### config.mk
export PLATFORM = sky130hd
export DESIGN_NAME = lab4_net_terminal_adapter
export DESIGN_NICKNAME = d
export VERILOG_FILES = /design/src/rtl/lab4_net_terminal_adapter.sv
export SDC_FILE = /design/constraint.sdc
export NUM_CORES = 1
export LEC_CHECK = 0
export CORE_MARGIN = 1
export CORE_UTILIZATION = 25
export DETAILED_ROUTE_END_ITERATION = 12
export SLEW_MARGIN = 20
export SYNTH_ARGS = -nofsm -noshare
export SYNTH_HDL_FRONTEND = slang
export SYNTH_SLANG_ARGS = --single-unit
export TNS_END_PERCENT = 1
### constraint.sdc
create_clock -name clk -period 7.5 [get_ports clk]
set_input_delay 1.5 -clock clk [delete_from_list [all_inputs] [get_ports clk]]
set_output_delay 1.5 -clock clk [all_outputs]
set_load 0.02 [all_outputs]
### src/rtl/lab4_net_terminal_adapter.sv
// Terminal-side network adapter for the lab4 ring: stamps src/opaque onto
// injected messages and filters/delivers ejected ones, each through its own 2-deep FIFO.

package lab4_net_pkg;
    localparam int unsigned OPAQUE_NBITS = 8;
    localparam int unsigned ID_NBITS     = 2;

    typedef struct packed {
        logic [OPAQUE_NBITS-1:0] opaque;
        logic [ID_NBITS-1:0]     src;
        logic [ID_NBITS-1:0]     dest;
    } net_hdr_t;
endpackage

// Two-entry val/rdy FIFO; enq_rdy is forced low while reset is asserted.
module lab4_net_fifo2 #(
    parameter int unsigned p_nbits = 8
) (
    input  logic               clk,
    input  logic               reset,
    input  logic               enq_val,
    output logic               enq_rdy,
    input  logic [p_nbits-1:0] enq_data,
    output logic               deq_val,
    input  logic               deq_rdy,
    output logic [p_nbits-1:0] deq_data
);
    logic [p_nbits-1:0] mem [2];
    logic               wr_ptr;
    logic               rd_ptr;
    logic [1:0]         count;
    logic               do_enq;
    logic               do_deq;

    assign enq_rdy  = reset && (count != 2'd2);
    assign deq_val  = (count != 2'd0);
    assign deq_data = mem[rd_ptr];
    assign do_enq   = enq_val && enq_rdy;
    assign do_deq   = deq_val && deq_rdy;

    always_ff @(posedge clk) begin
        if (!reset) begin
            wr_ptr <= 1'b0;
            rd_ptr <= 1'b0;
            count  <= 2'd0;
        end else begin
            if (do_enq) wr_ptr <= ~wr_ptr;
            if (do_deq) rd_ptr <= ~rd_ptr;
            if (do_enq && !do_deq)
                count <= count + 2'd1;
            else if (!do_enq && do_deq)
                count <= count - 2'd1;
        end
    end

    // Storage needs no reset: count gates visibility of every entry.
    always_ff @(posedge clk) begin
        if (do_enq) mem[wr_ptr] <= enq_data;
    end
endmodule

module lab4_net_terminal_adapter
    import lab4_net_pkg::*;
#(
    parameter int unsigned p_payload_nbits = 32,
    parameter int unsigned p_opaque_nbits  = 8
) (
    input  logic                       clk,
    input  logic                       reset,
    input  logic [1:0]                 terminal_id,

    input  logic [1:0]                 term_in_dest,
    input  logic [p_payload_nbits-1:0] term_in_payload,
    input  logic                       term_in_val,
    output logic                       term_in_rdy,

    output net_hdr_t                   net_out_msg_hdr,
    output logic [p_payload_nbits-1:0] net_out_msg_payload,
    output logic                       net_out_val,
    input  logic                       net_out_rdy,

    input  net_hdr_t                   net_in_msg_hdr,
    input  logic [p_payload_nbits-1:0] net_in_msg_payload,
    input  logic                       net_in_val,
    output logic                       net_in_rdy,

    output logic [1:0]                 term_out_src,
    output logic [p_opaque_nbits-1:0]  term_out_opaque,
    output logic [p_payload_nbits-1:0] term_out_payload,
    output logic                       term_out_val,
    input  logic                       term_out_rdy,

    output logic                       misroute_err,
    output logic [15:0]                inject_count,
    output logic [15:0]                eject_count
);
    localparam int unsigned HDR_NBITS = $bits(net_hdr_t);
    localparam int unsigned INJ_NBITS = HDR_NBITS + p_payload_nbits;
    localparam int unsigned EJ_NBITS  = ID_NBITS + OPAQUE_NBITS + p_payload_nbits;

    logic [p_opaque_nbits-1:0] opaque_ctr;
    net_hdr_t                  inj_hdr;
    logic [INJ_NBITS-1:0]      inj_deq_data;
    logic [EJ_NBITS-1:0]       ej_enq_data;
    logic [EJ_NBITS-1:0]       ej_deq_data;
    logic [OPAQUE_NBITS-1:0]   ej_opaque;
    logic                      dest_ok;
    logic                      inj_fire;
    logic                      net_in_fire;
    logic                      ej_fire;

    assign inj_hdr = '{opaque: OPAQUE_NBITS'(opaque_ctr),
                       src:    terminal_id,
                       dest:   term_in_dest};

    lab4_net_fifo2 #(.p_nbits(INJ_NBITS)) u_inj_q (
        .clk      (clk),
        .reset    (reset),
        .enq_val  (term_in_val),
        .enq_rdy  (term_in_rdy),
        .enq_data ({inj_hdr, term_in_payload}),
        .deq_val  (net_out_val),
        .deq_rdy  (net_out_rdy),
        .deq_data (inj_deq_data)
    );

    assign {net_out_msg_hdr, net_out_msg_payload} = inj_deq_data;

    // Misrouted messages are still handshaken so the ring never wedges on them.
    assign dest_ok     = (net_in_msg_hdr.dest == terminal_id);
    assign ej_enq_data = {net_in_msg_hdr.src, net_in_msg_hdr.opaque, net_in_msg_payload};

    lab4_net_fifo2 #(.p_nbits(EJ_NBITS)) u_ej_q (
        .clk      (clk),
        .reset    (reset),
        .enq_val  (net_in_val && dest_ok),
        .enq_rdy  (net_in_rdy),
        .enq_data (ej_enq_data),
        .deq_val  (term_out_val),
        .deq_rdy  (term_out_rdy),
        .deq_data (ej_deq_data)
    );

    assign {term_out_src, ej_opaque, term_out_payload} = ej_deq_data;
    assign term_out_opaque = p_opaque_nbits'(ej_opaque);

    assign inj_fire    = term_in_val && term_in_rdy;
    assign net_in_fire = net_in_val && net_in_rdy;
    assign ej_fire     = term_out_val && term_out_rdy;

    // Opaque tag generator, transfer counters and sticky misroute flag.
    always_ff @(posedge clk) begin
        if (!reset) begin
            opaque_ctr   <= '0;
            inject_count <= 16'd0;
            eject_count  <= 16'd0;
            misroute_err <= 1'b0;
        end else begin
            if (inj_fire) begin
                opaque_ctr   <= opaque_ctr + p_opaque_nbits'(1);
                inject_count <= inject_count + 16'd1;
            end
            if (ej_fire)
                eject_count <= eject_count + 16'd1;
            if (net_in_fire && !dest_ok)
                misroute_err <= 1'b1;
        end
    end
endmodule
Yosys cells after proc, flatten, opt, wreduce, memory -nomap -nowiden
Memory sizes are Yosys's and may differ from the RTL's. A register that Yosys moved wholly into a read port is not among the register bits.
Cells that the tools add are included.
{ "classes": {"magnitude_cmp": 0, "bitwise": 4, "n_eq_ne": 3, "muxes": 12, "n_reduce_logical": 22, "addsub": 7, "shifts": 0, "n_mul": 0, "div_mod_pow": 0} }
{ "ops": {"columns": ["cell", "count"], "rows": [
  ["$add A16 B1 Y16 const B", 2],
  ["$logic_and A1 B1 Y1", 13],
  ["$add A8 B1 Y8 const B", 1],
  ["$mux W1", 8],
  ["$mux W2", 4],
  ["$reduce_bool A2 Y1", 4],
  ["$logic_not A1 Y1", 5],
  ["$add A2 B1 Y2 const B", 2],
  ["$ne A2 B2 Y1 const B", 2],
  ["$not A1 Y1", 4],
  ["$sub A2 B1 Y2 const B", 2],
  ["$eq A2 B2 Y1", 1]
]} }
{ "word_totals": {"register_bits": 49, "wordCells": 60, "n_memories": 2, "ram_bits": 172, "out_inout_bits": 123, "latchBits": 0, "mem_bits_ro": 0} }
{ "mem_list": {"columns": ["name", "depth", "word_bits", "rd", "rd_ports_with_merged_regs", "wr", "line_no", "source"], "rows": [
  ["u_inj_q.mem", 2, 44, 1, 1, 1, "28", "logic [p_nbits-1:0] mem [2];"],
  ["u_ej_q.mem", 2, 42, 1, 1, 1, "28", null]
]} }

Longest topological paths before layout
Gate-level depths: netlist (run 1).
{ "logic_depth": {"ltp_word": 7, "ltp_mapped": 7, "depth_no_buf": 7} }

Cells and area by module
Synthesis (run 1) repeated with hierarchy kept, for this count alone.
{ "hier_totals": {"cells_unflattened": 525, "hier_area_um2": 8519.4} }
{ "modules_own_cells": {"columns": ["mod", "area_per_inst_um2", "n_inst", "cells_per_inst"], "rows": [
  ["lab4_net_fifo2 (u_inj_q)", 3420.8, 1, 164],
  ["lab4_net_fifo2 (u_ej_q)", 3268.1, 1, 158],
  ["lab4_net_terminal_adapter", 1830.5, 1, 203]
]} }

Worst setup path after synthesis (run 1)
Ideal clock, no wire load.
{ "synth_path": {"kind": "input -> register", "startpoint": "in term_in_val", "endpoint": "mem u_inj_q.mem[0][0] in the netlist's numbering, enable pin", "path_slack_ns": 2.342, "cell_stages": 2, "t_required_ns": 7.000, "path_buffers": 0, "arrival_time_ns": 4.658, "path_cell_list": "nand2_1 nor3_1"} }
{ "synth_via": {"elab_chain_cells": 3} }
{ "synth_lines": {"columns": ["item", "line_no", "source"], "rows": [
  ["start, declared", "74", "input logic term_in_val,"],
  ["$logic_and A1 B1 Y1", "38", "assign do_enq = enq_val && enq_rdy;"],
  ["$mux W1", "58", "if (do_enq) mem[wr_ptr] <= enq_data;"],
  ["$mux W1 (not written as such)", "58", null],
  ["end, declared", "28", null]
]} }
No other way between the ends.

Worst setup path in the final report (run 1)
{ "layout_path": {"startpoint": "in reset", "endpoint": "out net_in_rdy"} }
{ "layout_via": {"elab_chain_cells": 1} }
{ "layout_lines": {"columns": ["item", "line_no", "source"], "rows": [
  ["start, declared", "69", "input logic reset,"],
  ["$logic_and A1 B1 Y1", "35", "assign enq_rdy = reset && (count != 2'd2);"],
  ["end, declared", "85", "output logic net_in_rdy,"]
]} }
No other way between the ends.

==> results.md, run 1 <==
* Placeable Area at 33400 um2
* Power, Total at roughly 3.6 mW
* Syn Std Cell Area at approximately 8500 um2
* Lkg Pwr at about 3.8 nW
* Vias in the first global route at around 5300
* Yosys warns at 0
* Outcome: completed
* Area after DPL at 11100 um2
* Final Cycle Share at 68.3%
* Total Wirelength at 18.9 mm
* EDFF count, synth at about 170
* GRT Total Usage at 10.5%
* Clk_lat worst skew at about 0.51 ns
* Via Count at 5195
* Cts bufs inserted at 26
* CP top delay family: buffers and inverters
* Most Frequent Cell on Critical Path: clkdlybuf4s50_1
* Die area at around 35000 um2
* Slew HR at 32.0%
* GRT overflow at 0
* Endpoints failing setup at 0
* Post-cts resize count at 0
* DR top layer: met4
* Clock buffer depth at 3
* First-pass GRT wire length at between 20 and 30 mm
* Post-Syn Nets at about 630
* Nets at 850
* Worst VDD drop at 0.134 mV
* Fin Hold WS at 0.485 ns
* Routed length on met1 at 8.56 mm
* Clock Skew at ~0.0085 ns
* Pre-Repair DR Iteration Count at 4
* H-tree Lvls at 1
* Final core occ at 35.6%
* Setup Buffers After CTS at 0
* Max Freq at 195 MHz
* CTS root buf: clkbuf_16
* Main synth FF type: edfxtp_1
* Yosys cell types at just over 40
* Register bit total from synthesis at 223
* Register area share after synthesis at 72.8%
* Least-Margin Pin Slew at 1.02 ns
* Via density at 4.23
* Die Ht at between 150 and 200 um
* Critical Path Sink Type: output port
* Clk sinks at about 220
* PnR worst setup slack at 2.37 ns
* Critical path, cell by cell: clkdlybuf4s50_1 -> inv_2 -> a21oi_1 -> clkdlybuf4s50_1
* Top Ports at 209
* Final Non-Filler Cells at 1227
* Place WS at about 2.4 ns
* Hold Fails Final Rpt at 0
* Hold/Removal Path Class: reg -> reg
* Power Dens Cells at 299 nW/um2
* Cts hold-fix bufs at 0
* Critical Path RT at 6.00 ns
* Initial antenna violation count at 0
* CP peak stage delay at 0.75 ns
* Synth-to-Final Area Change at 40.3%
* Min Tclk post-route at between 5 and 6 ns
* Fill cells at between 3000 and 4000
* Final Slew Violations at 0
* Row Count at 67
* Initial Util at around 25%
* WL met3 at 1.05 mm
* Hpwl dp at 12.2 mm
* CP max FO at 46
* Yosys top cell area share at between 60 and 70%
* Final antenna-violating net count at 0
* 1st-iter DRT viols at 286
* MaxCap Viol Count at 0
* Share of flip-flops with an asynchronous set or reset at 0%
* Placed insts at 1179
* Setup Crit Path Kind: in -> out
* CP arrival at roughly 3.6 ns
* Slowest CP cell: clkdlybuf4s50_1
* Clk slew on worst S/H paths at 0.06 ns
* Synth area leaders: edfxtp_1 61%, dfxtp_1 12%, mux2_2 11%
* Antenna Cells at 0
* Share of post-route cells with drive strength above 1 at approximately 17%
* RSZ-0062 raised after global routing: false
* Mapped Cells at 538
* Finished Cell Area at approximately 12000 um2
* WL/cell at 15.4 um
* Met2 WL at 8.97 mm
* Synth area leader: edfxtp_1
* CP bufs+invs at 3
* Largest net degree at the start of global routing at 47
* CTS tree: built
* Detailed-route DRC error count at 0
* Post-synthesis average cell area at ~16 um2
* IO buf count at 208
* Type of origin of the critical path: primary input
* Setup TNS at 0 ns
* Final GP Congestion at between 0.7 and 0.8
* Die span in x at approximately 190 um
==> power breakdown <==
part / total (mW) / switching, mW / internal, mW
clock: 1.19 / 0.473 / 0.720
sequential: 1.49 / 0.0765 / 1.42
combinational: 0.875 / 0.423 / 0.453
total: 3.56 / 0.972 / 2.59
==> state kept, by name, indices dropped and copies added (netlist names), named ones only <==
| name | flops |
|---|---|
| eject_count | 16 |
| inject_count | 16 |
| misroute_err | 1 |
| opaque_ctr | 8 |
| u_ej_q.count | 2 |
| u_ej_q.mem | 84 |
| u_ej_q.rd_ptr | 1 |
| u_ej_q.wr_ptr | 1 |
| u_inj_q.count | 2 |
| u_inj_q.mem | 88 |
| u_inj_q.rd_ptr | 1 |
| u_inj_q.wr_ptr | 1 |
==> worst paths after layout <==
kind	startpoint	endpoint	slack [ns]	depth (start not counted)
max	reset	net_in_rdy	2.37	4
min	misroute_err	misroute_err	0.49	1
max reg2reg	u_inj_q.count[1]	u_inj_q.count[1]	5.19	5
min reg2reg	misroute_err	misroute_err	0.49	1
==> cells in the mapped netlist (all sizes together) (10+ instances only) <==
library cell,n
xor2,10
buf,11
or3,10
nor2,30
edfxtp,172
inv,10
xnor2,19
a21oi,19
nand2,22
mux2,86
nand3,15
dfxtp,51
o21ai,11
==> routing by layer <==
metal | vias to the layer above | global-route usage (%)
li1 | 2484 | -
met1 | 2529 | 13.5
met2 | 153 | 17.5
met3 | 29 | 2.39
met4 | 0 | 3.24
met5 | - | 0
==> logic make-up after synthesis <==
logic type,Yosys count,share of synthesized area [%]
DFF,223,72.8
and+or+nand+nor,118,7.10
muxes,87,11.5
xor gates and xnor gates,29,2.99
buffers and inverters,29,1.40
AOI/OAI and AO/OA,47,3.47
adders and majority gates,5,0.736
==> final cells by class <==
type                    count  area [um2]  area share [%]
inverters                  10        40.0           0.336
clock inverters            18         131            1.10
multi-input cells         286        2200            18.5
repair buffers            212        2110            17.7
flip-flops and latches    223        6190            51.9
well taps                 448         561            4.70
clock buffers              30         687            5.76
==> cells in the final DEF (no fill, tap or decap), types with 2 or more instances in the layout <==
cell	netlist	layout
inv_1	8	7
o41ai_1	4	4
o21ai_0	11	11
nor3_1	8	7
a21oi_1	19	19
nand4_1	9	9
nand4bb_1	2	2
nor2_1	30	30
clkbuf_1	8	3
xnor2_1	19	19
o311ai_0	2	2
or2_2	3	3
or3_1	10	10
mux2_2	86	86
ha_1	5	5
clkdlybuf4s50_1	0	208
nand2_1	22	22
clkinv_2	0	3
dfxtp_1	51	49
edfxtp_1	172	172
or4_1	4	4
nor4_1	6	6
o31ai_1	5	5
xor2_1	10	10
bufinv_16	0	2
nand3_1	15	15
clkbuf_16	0	27
o21a_1	2	2
buf_4	1	4
inv_2	1	2
clkinv_1	0	12
Power figures use the tool's default switching activity.
==> run 2, diff against run 1 <==
clock period = 4.4 ns   (was 7.5 ns; I/O delays follow)
==> results.md, run 2 (synthesis gave the netlist of run 1 again) <==
* Row Count at 67 (unchanged)
* Via density at 4.23 (about the same)
* Lkg Pwr at 3.90 nW (was 3.84 nW)
* Final GP Congestion at 0.744 (was 0.729)
* Clk sinks at 223 (unchanged)
* Type of origin of the critical path: flop (was primary input)
* Clock Power Share at 34.7% (was 33.5%)
* Setup TNS at 0 ns (unchanged)
* Met2 WL at 8.87 mm (was 8.97 mm)
* Most frequent cells in the layout: 208 x clkdlybuf4s50_1, 172 x edfxtp_1, 86 x mux2_2, 49 x dfxtp_1, 30 x nor2_1 (unchanged)
* Hold/Removal Path Class: reg -> reg (unchanged)
* RSZ-0062 raised after global routing: false (unchanged)
* Setup Buffers After CTS at 0 (unchanged)
* Power Dens Cells at 516 nW/um2 (was 299 nW/um2)
* Post-cts resize count at 0 (unchanged)
* Cts bufs inserted at 26 (unchanged)
* Cts hold-fix bufs at 0 (unchanged)
* CTS tree: built (unchanged)
* Initial Util at 25.4% (unchanged)
* Worst VDD drop at 0.288 mV (was 0.134 mV)
* Largest reg by FF count: u_inj_q.mem (unchanged)
* CP max FO at 24 (was 46)
* Power, Total at 6.21 mW (was 3.56 mW)
* P_sw at 1.69 mW (was 0.972 mW)
* Synth-to-Final Area Change at 41.5% (was 40.3%)
* Sw Share at 27.3% (about the same)
* Worst flop-to-flop path startpoint: u_ej_q.count[0] (was u_inj_q.count[1])
* Comb pwr share at 24.6% (about the same)
* Least-Margin Pin Slew at 0.699 ns (was 1.02 ns)
* Clock buffer depth at 3 (unchanged)
* Die span in x at 186 um (unchanged)
* Top flop regs: u_inj_q.mem (88), u_ej_q.mem (84) (unchanged)
* Endpoints failing setup at 0 (unchanged)
* Final Cycle Share at 80.0%
* Largest net degree at the start of global routing at 45 (was 47)
* Clk_lat worst skew at 0.52 ns (was 0.51 ns)
* Setup Crit Path Kind: reg -> out (was in -> out)
* Clock Skew at 0.00940 ns (was 0.00848 ns)
* CTS root buf: clkbuf_16 (unchanged)
* Clk slew on worst S/H paths at 0.06 ns (about the same)
* Max Freq at 284 MHz
* First-pass GRT wire length at 29.9 mm (was 29.3 mm)
* Final Slew Violations at 0 (unchanged)
* Total Wirelength at 19.4 mm (was 18.9 mm)
* Share of post-route cells with drive strength above 1 at 19.1% (was 17.5%)
* WL met3 at 1.27 mm (was 1.05 mm)
* Die Ht at 186 um (unchanged)
* Hpwl dp at 12.8 mm (was 12.2 mm)
* Sequential Power Share at 40.7% (was 41.9%)
* IO buf count at 208 (unchanged)
* Routed length on met1 at 8.85 mm (was 8.56 mm)
* CP arrival at 2.64 ns (was 3.63 ns)
* WL/cell at 15.7 um (was 15.4 um)
* Internal power at 4.52 mW (was 2.59 mW)
* Slew HR at 53.4% (was 32.0%)
* Critical Path Sink Type: output port (unchanged)
* Detailed-route DRC error count at 0 (unchanged)
* Placeable Area at 33400 um2 (unchanged)
* Nets at 856 (was 850)
* Max reg flops at 88 (unchanged)
* Worst hold start: misroute_err (unchanged)
* DR top layer: met4 (unchanged)
* 1st-iter DRT viols at 238 (was 286)
* Initial antenna violation count at 1 (was 0)
* GRT Total Usage at 10.9% (was 10.5%)
* H-tree Lvls at 1 (unchanged)
* GRT overflow at 0 (unchanged)
* Min Tclk post-route at 3.52 ns
* Top Ports at 209 (unchanged)
* Pre-Repair DR Iteration Count at 6 (was 4)
* Die area at 34700 um2 (unchanged)
* Critical Path RT at 3.52 ns (was 6.00 ns)
* Final antenna-violating net count at 0 (unchanged)
* Via Count at 5221 (was 5195)
* Outcome: completed (unchanged)
* Hold Fails Final Rpt at 0 (unchanged)
* MaxCap Viol Count at 0 (unchanged)
* Leading cell type in the layout, fill and taps excluded: clkdlybuf4s50_1 (unchanged)
* Vias in the first global route at 5166 (was 5275)
==> run 2: stage by stage <==
stage / util (%) / hold slack [ns] / setup slack [ns] / area (um2) / instances
3_5_place_dp: 33.3 / 0.457 / 0.939 / 11200 / 1185
4_1_cts: 36.0 / 0.473 / 0.793 / 12000 / 1233
3_3_place_gp: 33.3 / 0.446 / 0.992 / 11200 / 1185
5_1_grt: 36.0 / 0.509 / 0.729 / 12000 / 1233
6_report: 36.0 / 0.468 / 0.882 / 12000 / 1234
2_1_floorplan: - / 0.447 / 1.21 / 8500 / 538
==> run 2: per-layer routing <==
metal	vias to the layer above	GRT usage (%)
li1	2503	-
met1	2540	14.5
met3	25	2.75
met4	0	3.31
met2	153	17.3
met5	-	0
==> run 2: layout make-up <==
cell class,count,area [um2]
fill,3173,21400
sequential,223,6190
multi-input combinational,286,2210
timing repair buffer,218,2160
clock buffer,35,716
tap,448,561
clock inverter,13,156
inverter,10,40.0
antenna,1,2.50
==> run 2: power groups by stage <==
stage / clock network (mW) / registers [mW] / logic, mW
3_3_place_gp: 0 / 2.57 / 1.55
5_1_grt: 2.31 / 2.55 / 1.62
6_report: 2.15 / 2.53 / 1.53
3_5_place_dp: 0 / 2.58 / 1.55
2_1_floorplan: 0 / 2.51 / 0.904
4_1_cts: 2.22 / 2.53 / 1.56
==> run 2: worst max-delay path, cell delays in order (launching register included) <==
cell             delay, ns
dfxtp_2               0.76
buf_4                 0.39
mux2_2                0.39
clkdlybuf4s50_1       0.56
==> run 2: path summary, 6_finish.rpt <==
kind / to / slack, ns / cells after the start
setup reg to reg: u_ej_q.mem[0][23] / 2.21 / 4
hold reg to reg: misroute_err / 0.47 / 1
hold / removal: misroute_err / 0.47 / 1
setup / recovery: term_out_payload[31] / 0.88 / 3
